`src/rtl/gcd_lcm_engine.sv`:
```
// gcd_lcm_engine: sequential GCD/LCM engine (binary Stein GCD, restoring divide, single multiply)
// with valid/ready handshakes on both operand and result sides.
module gcd_lcm_engine #(
    parameter int DATA_WIDTH = 8
) (
    input  logic                      clk,
    input  logic                      rst_n,
    input  logic                      in_valid,
    output logic                      in_ready,
    input  logic [DATA_WIDTH-1:0]     a,
    input  logic [DATA_WIDTH-1:0]     b,
    output logic                      out_valid,
    input  logic                      out_ready,
    output logic [DATA_WIDTH-1:0]     gcd,
    output logic [2*DATA_WIDTH-1:0]   lcm,
    output logic                      zero_flag,
    output logic                      busy
);
    localparam int W  = DATA_WIDTH;
    localparam int LW = 2 * DATA_WIDTH;
    localparam int KW = $clog2(W + 1);
    localparam int CW = $clog2(W);

    typedef enum logic [2:0] {S_IDLE, S_GCD, S_DIV, S_MUL, S_DONE} state_t;

    state_t          state_q, state_d;
    logic [W-1:0]    a_q, a_d, b_q, b_d, x_q, x_d, y_q, y_d, g_q, g_d, quo_q, quo_d, gcd_q, gcd_d;
    logic [KW-1:0]   k_q, k_d;
    logic [CW-1:0]   cnt_q, cnt_d;
    logic [W:0]      rem_q, rem_d;
    logic [LW-1:0]   lcm_q, lcm_d;
    logic            zf_q, zf_d;

    logic [W-1:0]    g_now, div_g, div_quo_src, div_quo;
    logic [W:0]      div_rem_src, div_t, div_rem;
    logic            div_ge;

    // The first restoring step shares the final GCD cycle, so the result lands at T0+G+W+1.
    assign g_now       = W'(x_q << k_q);
    assign div_g       = (state_q == S_GCD) ? g_now : g_q;
    assign div_rem_src = (state_q == S_GCD) ? '0 : rem_q;
    assign div_quo_src = (state_q == S_GCD) ? b_q : quo_q;
    assign div_t       = (W+1)'({div_rem_src, div_quo_src[W-1]});
    assign div_ge      = div_t >= {1'b0, div_g};
    assign div_rem     = div_ge ? div_t - {1'b0, div_g} : div_t;
    assign div_quo     = {div_quo_src[W-2:0], div_ge};

    always_comb begin
        state_d = state_q;
        a_d     = a_q;
        b_d     = b_q;
        x_d     = x_q;
        y_d     = y_q;
        k_d     = k_q;
        g_d     = g_q;
        rem_d   = rem_q;
        quo_d   = quo_q;
        cnt_d   = cnt_q;
        gcd_d   = gcd_q;
        lcm_d   = lcm_q;
        zf_d    = zf_q;
        case (state_q)
            S_IDLE: if (in_valid) begin
                a_d = a;
                b_d = b;
                if (a == '0 || b == '0) begin
                    gcd_d   = a | b;
                    lcm_d   = '0;
                    zf_d    = 1'b1;
                    state_d = S_DONE;
                end else begin
                    x_d     = a;
                    y_d     = b;
                    k_d     = '0;
                    state_d = S_GCD;
                end
            end
            S_GCD: begin
                if (x_q == y_q) begin
                    g_d     = g_now;
                    rem_d   = div_rem;
                    quo_d   = div_quo;
                    cnt_d   = CW'(1);
                    state_d = S_DIV;
                end else if (!x_q[0] && !y_q[0]) begin
                    x_d = x_q >> 1;
                    y_d = y_q >> 1;
                    k_d = k_q + 1'b1;
                end else if (!x_q[0]) x_d = x_q >> 1;
                else if (!y_q[0])     y_d = y_q >> 1;
                else if (x_q > y_q)   x_d = (x_q - y_q) >> 1;
                else                  y_d = (y_q - x_q) >> 1;
            end
            S_DIV: begin
                rem_d   = div_rem;
                quo_d   = div_quo;
                cnt_d   = cnt_q + 1'b1;
                state_d = (cnt_q == CW'(W - 1)) ? S_MUL : S_DIV;
            end
            S_MUL: begin
                gcd_d   = g_q;
                lcm_d   = LW'(a_q) * LW'(quo_q);
                zf_d    = 1'b0;
                state_d = S_DONE;
            end
            S_DONE:  state_d = out_ready ? S_IDLE : S_DONE;
            default: state_d = S_IDLE;
        endcase
    end

    always_ff @(posedge clk or negedge rst_n) begin
        if (!rst_n) begin
            state_q <= S_IDLE;
            a_q     <= '0;
            b_q     <= '0;
            x_q     <= '0;
            y_q     <= '0;
            k_q     <= '0;
            g_q     <= '0;
            rem_q   <= '0;
            quo_q   <= '0;
            cnt_q   <= '0;
            gcd_q   <= '0;
            lcm_q   <= '0;
            zf_q    <= 1'b0;
        end else begin
            state_q <= state_d;
            a_q     <= a_d;
            b_q     <= b_d;
            x_q     <= x_d;
            y_q     <= y_d;
            k_q     <= k_d;
            g_q     <= g_d;
            rem_q   <= rem_d;
            quo_q   <= quo_d;
            cnt_q   <= cnt_d;
            gcd_q   <= gcd_d;
            lcm_q   <= lcm_d;
            zf_q    <= zf_d;
        end
    end

    assign in_ready  = state_q == S_IDLE;
    assign busy      = state_q != S_IDLE;
    assign out_valid = state_q == S_DONE;
    assign gcd       = gcd_q;
    assign lcm       = lcm_q;
    assign zero_flag = zf_q;
endmodule

```
`config.mk`:
```
export PLATFORM = sky130hd
export DESIGN_NAME = gcd_lcm_engine
export DESIGN_NICKNAME = d
export VERILOG_FILES = /design/src/rtl/gcd_lcm_engine.sv
export SDC_FILE = /design/constraint.sdc
export NUM_CORES = 1
export LEC_CHECK = 0
export CAP_MARGIN = 5
export CORE_MARGIN = 4
export CORE_UTILIZATION = 30
export DETAILED_ROUTE_END_ITERATION = 10
export HOLD_SLACK_MARGIN = 0.05
export PLACE_DENSITY = 0.51
export SLEW_MARGIN = 20
export SYNTH_ARGS = -nofsm -noshare
export SYNTH_HDL_FRONTEND = slang
export SYNTH_SLANG_ARGS = --single-unit
```
`constraint.sdc`:
```
create_clock -name clk -period 4.05 [get_ports clk]
set_input_delay 1.0125 -clock clk [delete_from_list [all_inputs] [get_ports clk]]
set_output_delay 1.0125 -clock clk [all_outputs]
set_load 0.005 [all_outputs]
```
==> run metrics <==
status finished, final reports clean; layout overhead on the synthesized area 22.3%; total clock buffers created by CTS 9; Max-Cap Viols 0; nets 1,069; # DRC 0; vias in the first global route 6,368; worst min path class reg2reg; maximum fanout along the worst path 7; clock tree from TritonCTS built; cell with the largest stage delay on the worst path fa_1; async set or reset register ratio after synthesis 100%; Worst Path Class, Setup reg2reg; combined flip-flop and latch cell area 2290 um2; per-instance average area after synthesis 8.90 um2; share of cells above drive strength 1 16.3%; Mapped Area 7670 um2; element type at the critical path start flop; most frequently used flop master after synthesis dfrtp_1; arrival time at the worst endpoint 4.20 ns; actual transition at the worst max-transition pin 0.833 ns; Sinks on Clock Net 91; Critical Path Max Stage Delay 0.52 ns; critical-path cell list and2_4 > fa_1 > fa_1 > fa_1 > inv_1 > fa_1 > inv_2 > ha_4 > a2111oi_4 > o211ai_1 > nand2_1 > buf_4 > xor2_1 > o21ai_1; nature of the critical path endpoint flop; input/output buffers 47; area taken by multi-input logic gates 5110 um2; root cell of the clock tree clkbuf_16; detailed-route vias per instance 4.97; Congestion Overflow GR 0; number of top-level design ports 48; FF+latch count, synth 91; Post-synth EDFFs 0; height of the die 168 um; max-slew violation count 0; area share of the largest cell type after synthesis 29.7%; proportion of synthesized chip area in sequential cells 29.7%; leading post-synthesis cells by instance count 113 x nand2_1, 91 x dfrtp_1, 75 x inv_1; dominant cell type by count on the critical path fa_1; GR Util All Layers 15.4%; Hold WS 0.476 ns; RSZ-0062 raised after global routing yes; wire length after detailed routing 21,200 um; fill cell total of the finished layout 2,543; Area contributors post-synth dfrtp_1 30%, ha_1 10%, fa_1 10%, nand2_1 5.5%, and2_1 4.9%; worst endpoint required time 4.25 ns; upper clock frequency limit 250 MHz; endpoints failing hold 0; Max Buffers Root-to-Sink 2; shortest period the worst path allows 4.00 ns; number of nets with antenna violations after detailed routing 0; number of DRC violations after detailed-routing iteration 0 347; post-synthesis net count 984; number of iterations in the first detailed-routing pass 5; placeable core region 25,200 um2; H-tree depth 3; total via count in the routed design 6,359; clock skew 0.0139 ns; die width 168 um; number of warning messages in the yosys log 0; number of cells produced by synthesis 861; clock transition at the registers of the reported paths 0.07 ns; half-perimeter wire length of the detailed placement result 16,400 um; number of placement rows 58; Period Utilization, post-route 98.8%; global placement routability congestion 0.874; most used standard cell by instance count after synthesis nand2_1; Antenna diodes 0; antenna violations before repair 0; post-synth cell types 65; clk_lat worst skew 0.36 ns; routed wirelength normalized by instance count 16.6 um; worst rel slew slack 44.5%; hold buffers post-CTS 0; maximum number of pins on one net before global-route repair 41; full die area 28,200 um2; wire length of the first global-routing pass 34,900 um; Starting Density 30.4%; cell type contributing the most total cell area after synthesis dfrtp_1; setup-violating endpoint count in the final report 0
==> metal layers <==
metal  global-route usage [%]  part of all wire, %  up-vias
met5                        0                    0        -
met4                     2.40                 0.92        0
met3                     2.61                  2.8       14
met2                     25.4                   48       97
met1                     21.7                   48     3097
li1                         -                    -     3151
==> worst max-delay path, delay by kind of cell (launching register included) <==
| kind | cells | cell delay [ns] |
|---|---|---|
| xor gates and xnor gates | 1 | 0.13 |
| DFF | 1 | 0.45 |
| AOI/OAI and AO/OA | 3 | 0.55 |
| and+or+nand+nor | 2 | 0.31 |
| adders and majority gates | 5 | 2.19 |
| buffers and inverters | 3 | 0.21 |
==> registers in the layout, indices dropped and copies added, names as in the netlist <==
name and cells:
a_q 8, b_q 8, cnt_q 3, g_q 8
gcd 8, k_q 4, lcm 16, quo_q 8
rem_q 8, state_q 3, x_q 8, y_q 8
zero_flag 1
==> placed cells by master, fill, tap and decap left out, drive strengths merged, types with 3 or more instances in the layout <==
cell,Yosys,layout
nand4,4,4
and3,3,3
mux2,19,19
nand2,113,113
ha,64,64
buf,15,70
o31ai,16,16
clkdlybuf4s50,0,46
or3,12,12
o21a,9,9
a21oi,35,35
inv,75,76
a221oi,13,13
nor3,15,15
a31oi,14,14
and2,60,60
o21ai,54,54
or2,3,3
a21o,9,9
dfrtp,91,91
mux2i,15,15
a22o,6,6
nand3,9,9
xnor2,17,17
nand2b,7,7
o211ai,7,7
a211oi,8,8
nor2,53,53
or4,5,5
fa,39,39
o22ai,7,7
xor2,4,4
nor2b,7,7
clkbuf,27,10
==> stage by stage <==
step	worst slack [ns]	cell area [um2]	cells	TNS (ns)	util, %
floorplan	-0.00183	7680	861	-0.00183	-
finish	0.0484	9380	1280	0	37.2
global placement	-0.107	8800	1254	-0.438	35.0
CTS	0.00589	9230	1274	0	36.6
global route	-0.111	9380	1280	-0.384	37.2
detailed placement	-0.170	8800	1254	-0.841	35.0
==> final timing paths <==
check | startpoint | to | slack (ns) | cells past startpoint
worst min-delay path | lcm[10]$_DFFE_PN0P_ | lcm[10]$_DFFE_PN0P_ | 0.48 | 2
max in group asynchronous | rst_n | quo_q[6]$_DFFE_PN0P_ | 2.61 | 2
worst max register to register | quo_q[4]$_DFFE_PN0P_ | lcm[11]$_DFFE_PN0P_ | 0.05 | 14
min in group asynchronous | rst_n | lcm[4]$_DFFE_PN0P_ | 0.64 | 1
worst min register to register | lcm[10]$_DFFE_PN0P_ | lcm[10]$_DFFE_PN0P_ | 0.48 | 2
worst max-delay path | quo_q[4]$_DFFE_PN0P_ | lcm[11]$_DFFE_PN0P_ | 0.05 | 14
==> cell families after synthesis <==
logic type               after synthesis  share of synthesized area, %
XOR/XNOR                              21                          2.40
buffers and inverters                117                          6.12
multiplexers                          36                          5.34
AO/OA/AOI/OAI                        194                          16.6
flip-flops                            91                          29.7
AND/OR/NAND/NOR                      299                          19.2
adder cells (fa/ha/maj)              103                          20.6
==> cell type report <==
type,instances,share of cell area (%)
inverters,75,3.00
well taps,330,4.40
clock buffers,10,2.44
multi-input cells,653,54.5
flip-flops and latches,91,24.4
clock inverters,5,0.681
repair buffers,116,10.6
==> repair_timing <==
action                                  4_1_cts  5_1_grt
gates resized for setup                      28       27
endpoints found under the setup margin        7        9
pin swaps                                    19       24
buffers inserted                              5        6
Power is not shown: default switching activity piles up to over one toggle a cycle in this logic, so the estimate is an artifact.
